--- src/rtl/unlock_rate_mon.sv ---
// unlock_rate_mon: turns a saturating unlock-event count into per-window delta, max, count and alarm
module unlock_rate_mon #(
  parameter int WINDOW_CYCLES = 100_000_000,
  parameter int DELTA_W       = 16
) (
  input  logic               clk_ref,
  input  logic               reset,
  input  logic [31:0]        unlocks,
  input  logic               enable,
  input  logic [DELTA_W-1:0] threshold,
  input  logic               clr_req,
  output logic               clr_ack,
  output logic [DELTA_W-1:0] win_delta,
  output logic [DELTA_W-1:0] win_max,
  output logic [31:0]        win_count,
  output logic               win_done,
  output logic               alarm
);
  localparam int TW = $clog2(WINDOW_CYCLES);
  localparam logic [TW-1:0] LAST = TW'(WINDOW_CYCLES - 1);
  localparam logic [31:0] SAT_MAX = 32'({DELTA_W{1'b1}});
  typedef enum logic [1:0] {INIT, RUN, CLEAR} state_t;
  state_t state_q, state_d;
  logic [TW-1:0] timer_q, timer_d;
  logic [31:0] baseline_q, baseline_d, raw;
  logic [DELTA_W-1:0] sat, win_delta_q, win_delta_d, win_max_q, win_max_d;
  logic [31:0] win_count_q, win_count_d;
  logic win_done_q, win_done_d, alarm_q, alarm_d, clr_ack_q, clr_ack_d, win_end, clearing;
  // next state, window-close arithmetic and statistic updates
  always_comb begin
    raw = (unlocks >= baseline_q) ? unlocks - baseline_q : unlocks;
    sat = (raw > SAT_MAX) ? '1 : raw[DELTA_W-1:0];
    win_end = state_q == RUN && timer_q == LAST && !clr_req && enable;
    state_d = clr_req ? CLEAR : (state_q == CLEAR) ? INIT : enable ? RUN : INIT;
    clearing = state_d == CLEAR;
    timer_d = (state_q == RUN && !win_end) ? timer_q + TW'(1) : '0;
    baseline_d = (state_q == INIT || win_end) ? unlocks : baseline_q;
    win_delta_d = clearing ? '0 : win_end ? sat : win_delta_q;
    win_max_d = clearing ? '0 : (win_end && sat > win_max_q) ? sat : win_max_q;
    win_count_d = clearing ? '0 : (win_end && !(&win_count_q)) ? win_count_q + 32'd1 : win_count_q;
    alarm_d = clearing ? 1'b0 : alarm_q | (win_end && threshold != '0 && sat > threshold);
    win_done_d = win_end;
    clr_ack_d = clearing;
  end
  // state and statistic registers, synchronous active-low reset
  always_ff @(posedge clk_ref) begin
    if (!reset) begin
      state_q     <= INIT;
      timer_q     <= '0;
      baseline_q  <= '0;
      win_delta_q <= '0;
      win_max_q   <= '0;
      win_count_q <= '0;
      win_done_q  <= 1'b0;
      alarm_q     <= 1'b0;
      clr_ack_q   <= 1'b0;
    end else begin
      state_q     <= state_d;
      timer_q     <= timer_d;
      baseline_q  <= baseline_d;
      win_delta_q <= win_delta_d;
      win_max_q   <= win_max_d;
      win_count_q <= win_count_d;
      win_done_q  <= win_done_d;
      alarm_q     <= alarm_d;
      clr_ack_q   <= clr_ack_d;
    end
  end
  assign win_delta = win_delta_q;
  assign win_max   = win_max_q;
  assign win_count = win_count_q;
  assign win_done  = win_done_q;
  assign alarm     = alarm_q;
  assign clr_ack   = clr_ack_q;
endmodule
--- config.mk ---
export PLATFORM = sky130hd
export DESIGN_NAME = unlock_rate_mon
export DESIGN_NICKNAME = d
export VERILOG_FILES = /design/src/rtl/unlock_rate_mon.sv
export SDC_FILE = /design/constraint.sdc
export NUM_CORES = 1
export LEC_CHECK = 0
export BUFFER_PORTS_ARGS = -buffer_cell sky130_fd_sc_hd__clkbuf_2
export CAP_MARGIN = 15
export CORE_MARGIN = 2
export CORE_UTILIZATION = 55
export CTS_CLUSTER_SIZE = 30
export DETAILED_ROUTE_END_ITERATION = 10
export PLACE_DENSITY = 0.77
export SYNTH_ARGS = -nofsm -noshare
export SYNTH_HDL_FRONTEND = slang
export SYNTH_SLANG_ARGS = --single-unit
--- constraint.sdc ---
create_clock -name clk_ref -period 16.9 [get_ports clk_ref]
set_input_delay 2.535 -clock clk_ref [delete_from_list [all_inputs] [get_ports clk_ref]]
set_output_delay 2.535 -clock clk_ref [all_outputs]
set_load 0.05 [all_outputs]
==> metrics, run 1 <==
ratio of final minimum period to clock period=0.555; most frequent cells in the layout=nand2_1, nor2_1, dfxtp_1; worst slew pin tran=between 900 and 1000 ps; Mapped Avg Cell Area=7.82 um2; clk_lat worst skew=440 ps; Main synth FF type=dfxtp_1; Via-to-Cell Ratio=between 5 and 6; EDFF count, synth=0; post-synthesis register bit count=128; drt first pass iters=5; Leak=3.89 nW; Total GRT Usage=0.250; setup TNS=0 ps; Rel. slew slack=0.362; number of global-route vias before repair=between 7k and 8k; antenna violations before repair=0; Power Density=around 86 nW/um2; Die W=about 130 um; Remaining Overflow, GRT=0; Initial Util=0.559; multi-input logic area=~5400 um2; synth-to-layout area growth=14.4%; Final Util=0.640; nets=between 1k and 1.5k; std cell rows=45; fraction of layout cells with a size suffix above 1=0.169; Design Area, Final=about 9700 um2; CORE AREA=about 15,000 um2; sequential cell area=about 2600 um2; n_diodes=0; register area share after synthesis=0.303; RSZ-0062 raised after global routing=no; Area after DPL=between 9000 and 10,000 um2; Mapped Area=~8500 um2; Detail Route Antenna Nets=0; Port Buffers=between 100 and 150; CTS Buffer Depth=2; Post-Syn Nets=between 1k and 1.5k; Mapped Cells=between 1k and 1.5k; CP startpoint kind=input port; first-pass GRT wire length=33,400 um; Hold Vio Cnt, Final=0; total clock buffers created by CTS=17; crit path kind=in2reg; Final Wtd Congestion=between 0.9 and 1; Die ar.=about 16,000 um2; CTS tree=yes; VDD IR max=0.0740 mV; clk root buf=clkbuf_16; CP Capture Type=register; Routed WL=20,200 um; post-synthesis async set-or-reset flop share=0; fillcell total=~1.4k; Max Cap Viol=0; achievable frequency=107 MHz; final setup violation count=0; hold crit path type=reg2reg; max-slew violations=0; Yosys warnings=0; slowest cell on the critical path=and2_2; I/O pins=roughly 120; worst path arrival time=around 9700 ps; detailed placement HPWL=roughly 15,000 um; DR iter-0 viols=654; Critical Path Fanout Max=48; routed len/inst=roughly 15 um; post-synthesis cell type count=80; hold_ws=between 400 and 500 ps; post-CTS sizing=0; run status=finished clean; setup bufs post-CTS=0; post-layout min period=approximately 9400 ps; CP required=17,220 ps; Worst-path clk slew=around 70 ps; commonest non-fill, non-tap cell in the layout=nand2_1; CTS Sinks=between 100 and 150; Max stage delay on crit path=roughly 730 ps; total design power=between 0.8 and 0.9 mW; clock skew=around 11 ps; most used cell, CP=a21o_1; Die Span Y=approximately 130 um; hold_buf cts=0; H-tree levels=4; via count of the routed design=approximately 7.8k; largest net degree at the start of global routing=just under 80; DRC=0
-- final cells by class --
type | count | share of cell area
multi-input cells | 834 | 0.558
flip-flops and latches | 128 | 0.264
well taps | 188 | 0.0243
clock inverters | 15 | 0.0172
repair buffers | 122 | 0.0640
clock buffers | 17 | 0.0439
inverters | 73 | 0.0283
-- synth_stat cells, drive strengths merged (16+ instances only) --
| master | count | area [um2] |
|---|---|---|
| nand3 | 30 | 150 |
| clkbuf | 31 | 118 |
| nor2 | 133 | 499 |
| nand4 | 23 | 144 |
| a21oi | 75 | 409 |
| inv | 73 | 274 |
| xnor2 | 21 | 184 |
| a311oi | 16 | 140 |
| a21boi | 33 | 248 |
| xor2 | 50 | 438 |
| ha | 64 | 801 |
| dfxtp | 128 | 2560 |
| o21ai | 37 | 193 |
| a21o | 22 | 166 |
| nand2 | 156 | 586 |
-- report_power, final --
part / switching [mW] / total, mW / leakage, nW / internal, mW
Sequential: 0.00257 / 0.310 / 1.04 / 0.307
Clock: 0.160 / 0.369 / 0.288 / 0.210
Combinational: 0.0974 / 0.152 / 2.57 / 0.0548
-- registers in the layout (all words and copies together), names as in the netlist --
register,count
alarm,1
win_count,32
clr_ack,1
win_max,16
timer_q,27
baseline_q,32
win_delta,16
win_done,1
state_q,2
-- per-layer routing --
metal / track usage / part of all wire
met1: 0.322 / 0.47
met2: 0.417 / 0.46
met3: 0.0559 / 0.050
met4: 0.0808 / 0.018
met5: 0 / 0
-- worst paths after layout --
check	startpoint	endpoint	slack, ps	depth (start not counted)
worst max-delay path	unlocks[0]	win_max[11]$_SDFFE_PP0P_	7520	29
worst min-delay path	timer_q[0]$_SDFF_PN0_	timer_q[0]$_SDFF_PN0_	460	1
worst max register to register	baseline_q[6]$_SDFFE_PN0P_	win_max[11]$_SDFFE_PP0P_	9420	26
worst min register to register	timer_q[0]$_SDFF_PN0_	timer_q[0]$_SDFF_PN0_	460	1
-- per-stage QoR --
step / worst slack (ps) / instances
floorplan: 8370 / 1083
global placement: 7460 / 1345
detailed placement: 7230 / 1345
CTS: 7610 / 1377
global route: 7070 / 1377
finish: 7520 / 1377
-- worst max-delay path, delay by kind of cell --
family	cells	cell delay (ps)
and+or+nand+nor	9	2760
muxes	1	430
AOI/OAI and AO/OA	13	2760
adders and majority gates	3	950
buffers and inverters	3	230
-- cell families after synthesis --
| group | count (synthesis) | share of synthesized area |
|---|---|---|
| simple gates | 437 | 0.241 |
| compound gates | 238 | 0.193 |
| flops | 128 | 0.303 |
| buf+inv | 121 | 0.0609 |
| xor+xnor | 71 | 0.0734 |
| fa+ha+maj | 65 | 0.0969 |
| mux | 23 | 0.0330 |
(Power assumes the default switching activity.)
==> run 2: changes to the inputs <==
--- a/config.mk
+++ b/config.mk
@@ -8,10 +8,10 @@
 export BUFFER_PORTS_ARGS = -buffer_cell sky130_fd_sc_hd__clkbuf_2
 export CAP_MARGIN = 15
 export CORE_MARGIN = 2
-export CORE_UTILIZATION = 55
+export CORE_UTILIZATION = 53
 export CTS_CLUSTER_SIZE = 30
 export DETAILED_ROUTE_END_ITERATION = 10
-export PLACE_DENSITY = 0.77
+export PLACE_DENSITY = 0.78
 export SYNTH_ARGS = -nofsm -noshare
 export SYNTH_HDL_FRONTEND = slang
 export SYNTH_SLANG_ARGS = --single-unit
==> constraint.sdc (replaced) <==
create_clock -name clk_ref -period 7.6 [get_ports clk_ref]
set_input_delay 1.14 -clock clk_ref [delete_from_list [all_inputs] [get_ports clk_ref]]
set_output_delay 1.14 -clock clk_ref [all_outputs]
set_load 0.05 [all_outputs]
==> metrics, run 2 (same netlist as run 1, synthesis figures left out) <==
run status=finished clean; CTS Sinks=128 (unchanged); CORE AREA=15,800 um2 (+4.1%); clock skew=6.41 ps (-4.54 ps); total clock buffers created by CTS=17 (unchanged); Die Span Y=130 um (+1.8%); setup bufs post-CTS=0 (unchanged); Worst-path clk slew=60 ps (about the same); final setup margin=552 ps (-6970 ps); CP startpoint kind=input port; H-tree levels=4 (unchanged); largest net degree at the start of global routing=79 (unchanged); VDD IR max=0.180 mV (+140%); ratio of final minimum period to clock period=0.927; Die W=130 um (+1.8%); nets=1,298 (+0.39%); Rel. slew slack=0.480 (+0.118); Via-to-Cell Ratio=5.50 (-2.4%); Gate power share=0.187 (+0.004); Setup WS pre-CTS=67.2 ps (-7160 ps); RSZ-0062 raised after global routing=no; Initial Util=0.537 (-0.0221); Design Area, Final=9730 um2 (+0.43%); Reg power frac=0.381 (+0.008); Max Cap Viol=0 (unchanged); most frequent cells in the layout=nand2_1, nor2_1, dfxtp_1; Detail Route Antenna Nets=0 (unchanged); via count of the routed design=7,749 (-0.013%); Routed WL=20,300 um (+0.24%); DR iter-0 viols=458 (-30%); post-layout min period=between 7000 and 8000 ps; Power Density=186 nW/um2 (+120%); fraction of layout cells with a size suffix above 1=0.173 (+0.00348); worst slew pin tran=780 ps (-178 ps); crit path kind=in2reg; Total GRT Usage=0.240 (-0.00963); routed len/inst=14.4 um (-2.1%); slowest cell on the critical path=or4_4; commonest non-fill, non-tap cell in the layout=nand2_1; n_diodes=0 (unchanged); drt first pass iters=5 (unchanged); Hold Vio Cnt, Final=0 (unchanged); CP Capture Type=register; hold crit path type=reg2reg; Port Buffers=118 (unchanged); synth-to-layout area growth=14.9%; Final Wtd Congestion=0.929 (+0.74%); Area after DPL=9170 um2 (+0.80%); Worst Path Buf+Inv=4 (+1); CP required=7910 ps (-9310 ps); Critical Path Fanout Max=16 (-67%); Max stage delay on crit path=430 ps (-300 ps); first-pass GRT wire length=32,800 um (-1.7%); Leak=3.90 nW (+0.13%); antenna violations before repair=0 (unchanged); worst path arrival time=7360 ps (-2340 ps); total internal power=1.26 mW (+120%); detailed placement HPWL=15,300 um (+2.8%); std cell rows=46 (+2.2%); number of global-route vias before repair=6,998 (-2.5%); Remaining Overflow, GRT=0 (unchanged); I/O pins=119 (unchanged); max-slew violations=0 (unchanged); final setup violation count=0 (unchanged); Die ar.=17,000 um2 (+3.7%); setup TNS=0 ps (unchanged); most used cell, CP=a21o_1; net load switching power=0.547 mW (+110%); cell family with most CP delay=compound AO/OA/AOI/OAI gates; DRC=0 (unchanged); clk_lat worst skew=420 ps (-20 ps); Switching Fraction=0.303 (-0.00963); achievable frequency=around 140 MHz; clock share of power=0.432 (-0.012); CTS Buffer Depth=2 (unchanged); CTS tree=yes; clk root buf=clkbuf_16
==> run 2: cell count changes in the layout (fill, tap and decap cells not counted), moves of 2 or more <==
cell	delta
clkinvlp_4	+2
clkinv_2	+3
inv_8	-2
clkinv_4	-2
buf_4	+5
==> run 2: timing repair <==
item	4_1_cts	5_1_grt
hold buffers	0	0
gates resized for setup	0	1
setup endpoints to repair	0	14
==> run 2: through the flow <==
stage               total power [mW]  hold WS, ps  utilization  std cells
floorplan                      0.950          426            -       1083
global placement                1.03          442        0.582       1378
detailed placement              1.04          455        0.582       1378
CTS                             1.82          466        0.617       1410
global route                    1.89          485        0.617       1410
finish                          1.81          460        0.617       1410
==> run 2: routing by layer <==
metal  part of all wire  track usage  vias up  routed length, um
met5                  0            0        -                  0
met2               0.46        0.393      195               9350
li1                   -            -     3964                  -
met3              0.049       0.0452       38               1000
met1               0.47        0.316     3552               9500
met4              0.021       0.0939        0                431
==> run 2: power by group through the flow <==
stage	Combinational (mW)	Sequential, mW	Clock, mW
after floorplan	0.247	0.704	0
final	0.338	0.689	0.781
after detailed placement	0.332	0.704	0
after global routing	0.377	0.690	0.823
after CTS	0.334	0.689	0.796
after global placement	0.331	0.703	0
==> run 2: area by class of cell <==
cell class,instances,area [um2]
fill,1473,6040
multi-input combinational,834,5410
sequential,128,2560
timing repair buffer,127,658
clock buffer,18,429
inverter,73,274
tap,216,270
clock inverter,14,131
==> run 2: worst reg2reg max path, stage by stage (launching register included) <==
cell and delay [ps]:
dfxtp_1 330, inv_1 50, ha_1 420, nand4_1 200
a2111oi_2 430, a211oi_4 110, nor4_2 330, nor3_2 80
xnor2_1 130, or4_4 510, nor4_2 390, o22a_2 250
and2_2 190, buf_4 200, nand2_1 100, ha_1 310
a21o_1 160, a21o_1 170, a21o_1 170, a21oi_1 160
nor3_1 70, o311a_1 280, a211o_1 240, nor3b_1 180
nand4_1 110, and4bb_2 430, mux2_4 360
==> run 2: path summary, 6_finish.rpt <==
kind	start	endpoint	slack [ps]	cells past startpoint
worst max-delay path	unlocks[0]	win_max[14]$_SDFFE_PP0P_	550	29
worst max register to register	baseline_q[6]$_SDFFE_PN0P_	win_max[14]$_SDFFE_PP0P_	1120	26
worst min register to register	timer_q[0]$_SDFF_PN0_	timer_q[0]$_SDFF_PN0_	460	1
worst min-delay path	timer_q[0]$_SDFF_PN0_	timer_q[0]$_SDFF_PN0_	460	1
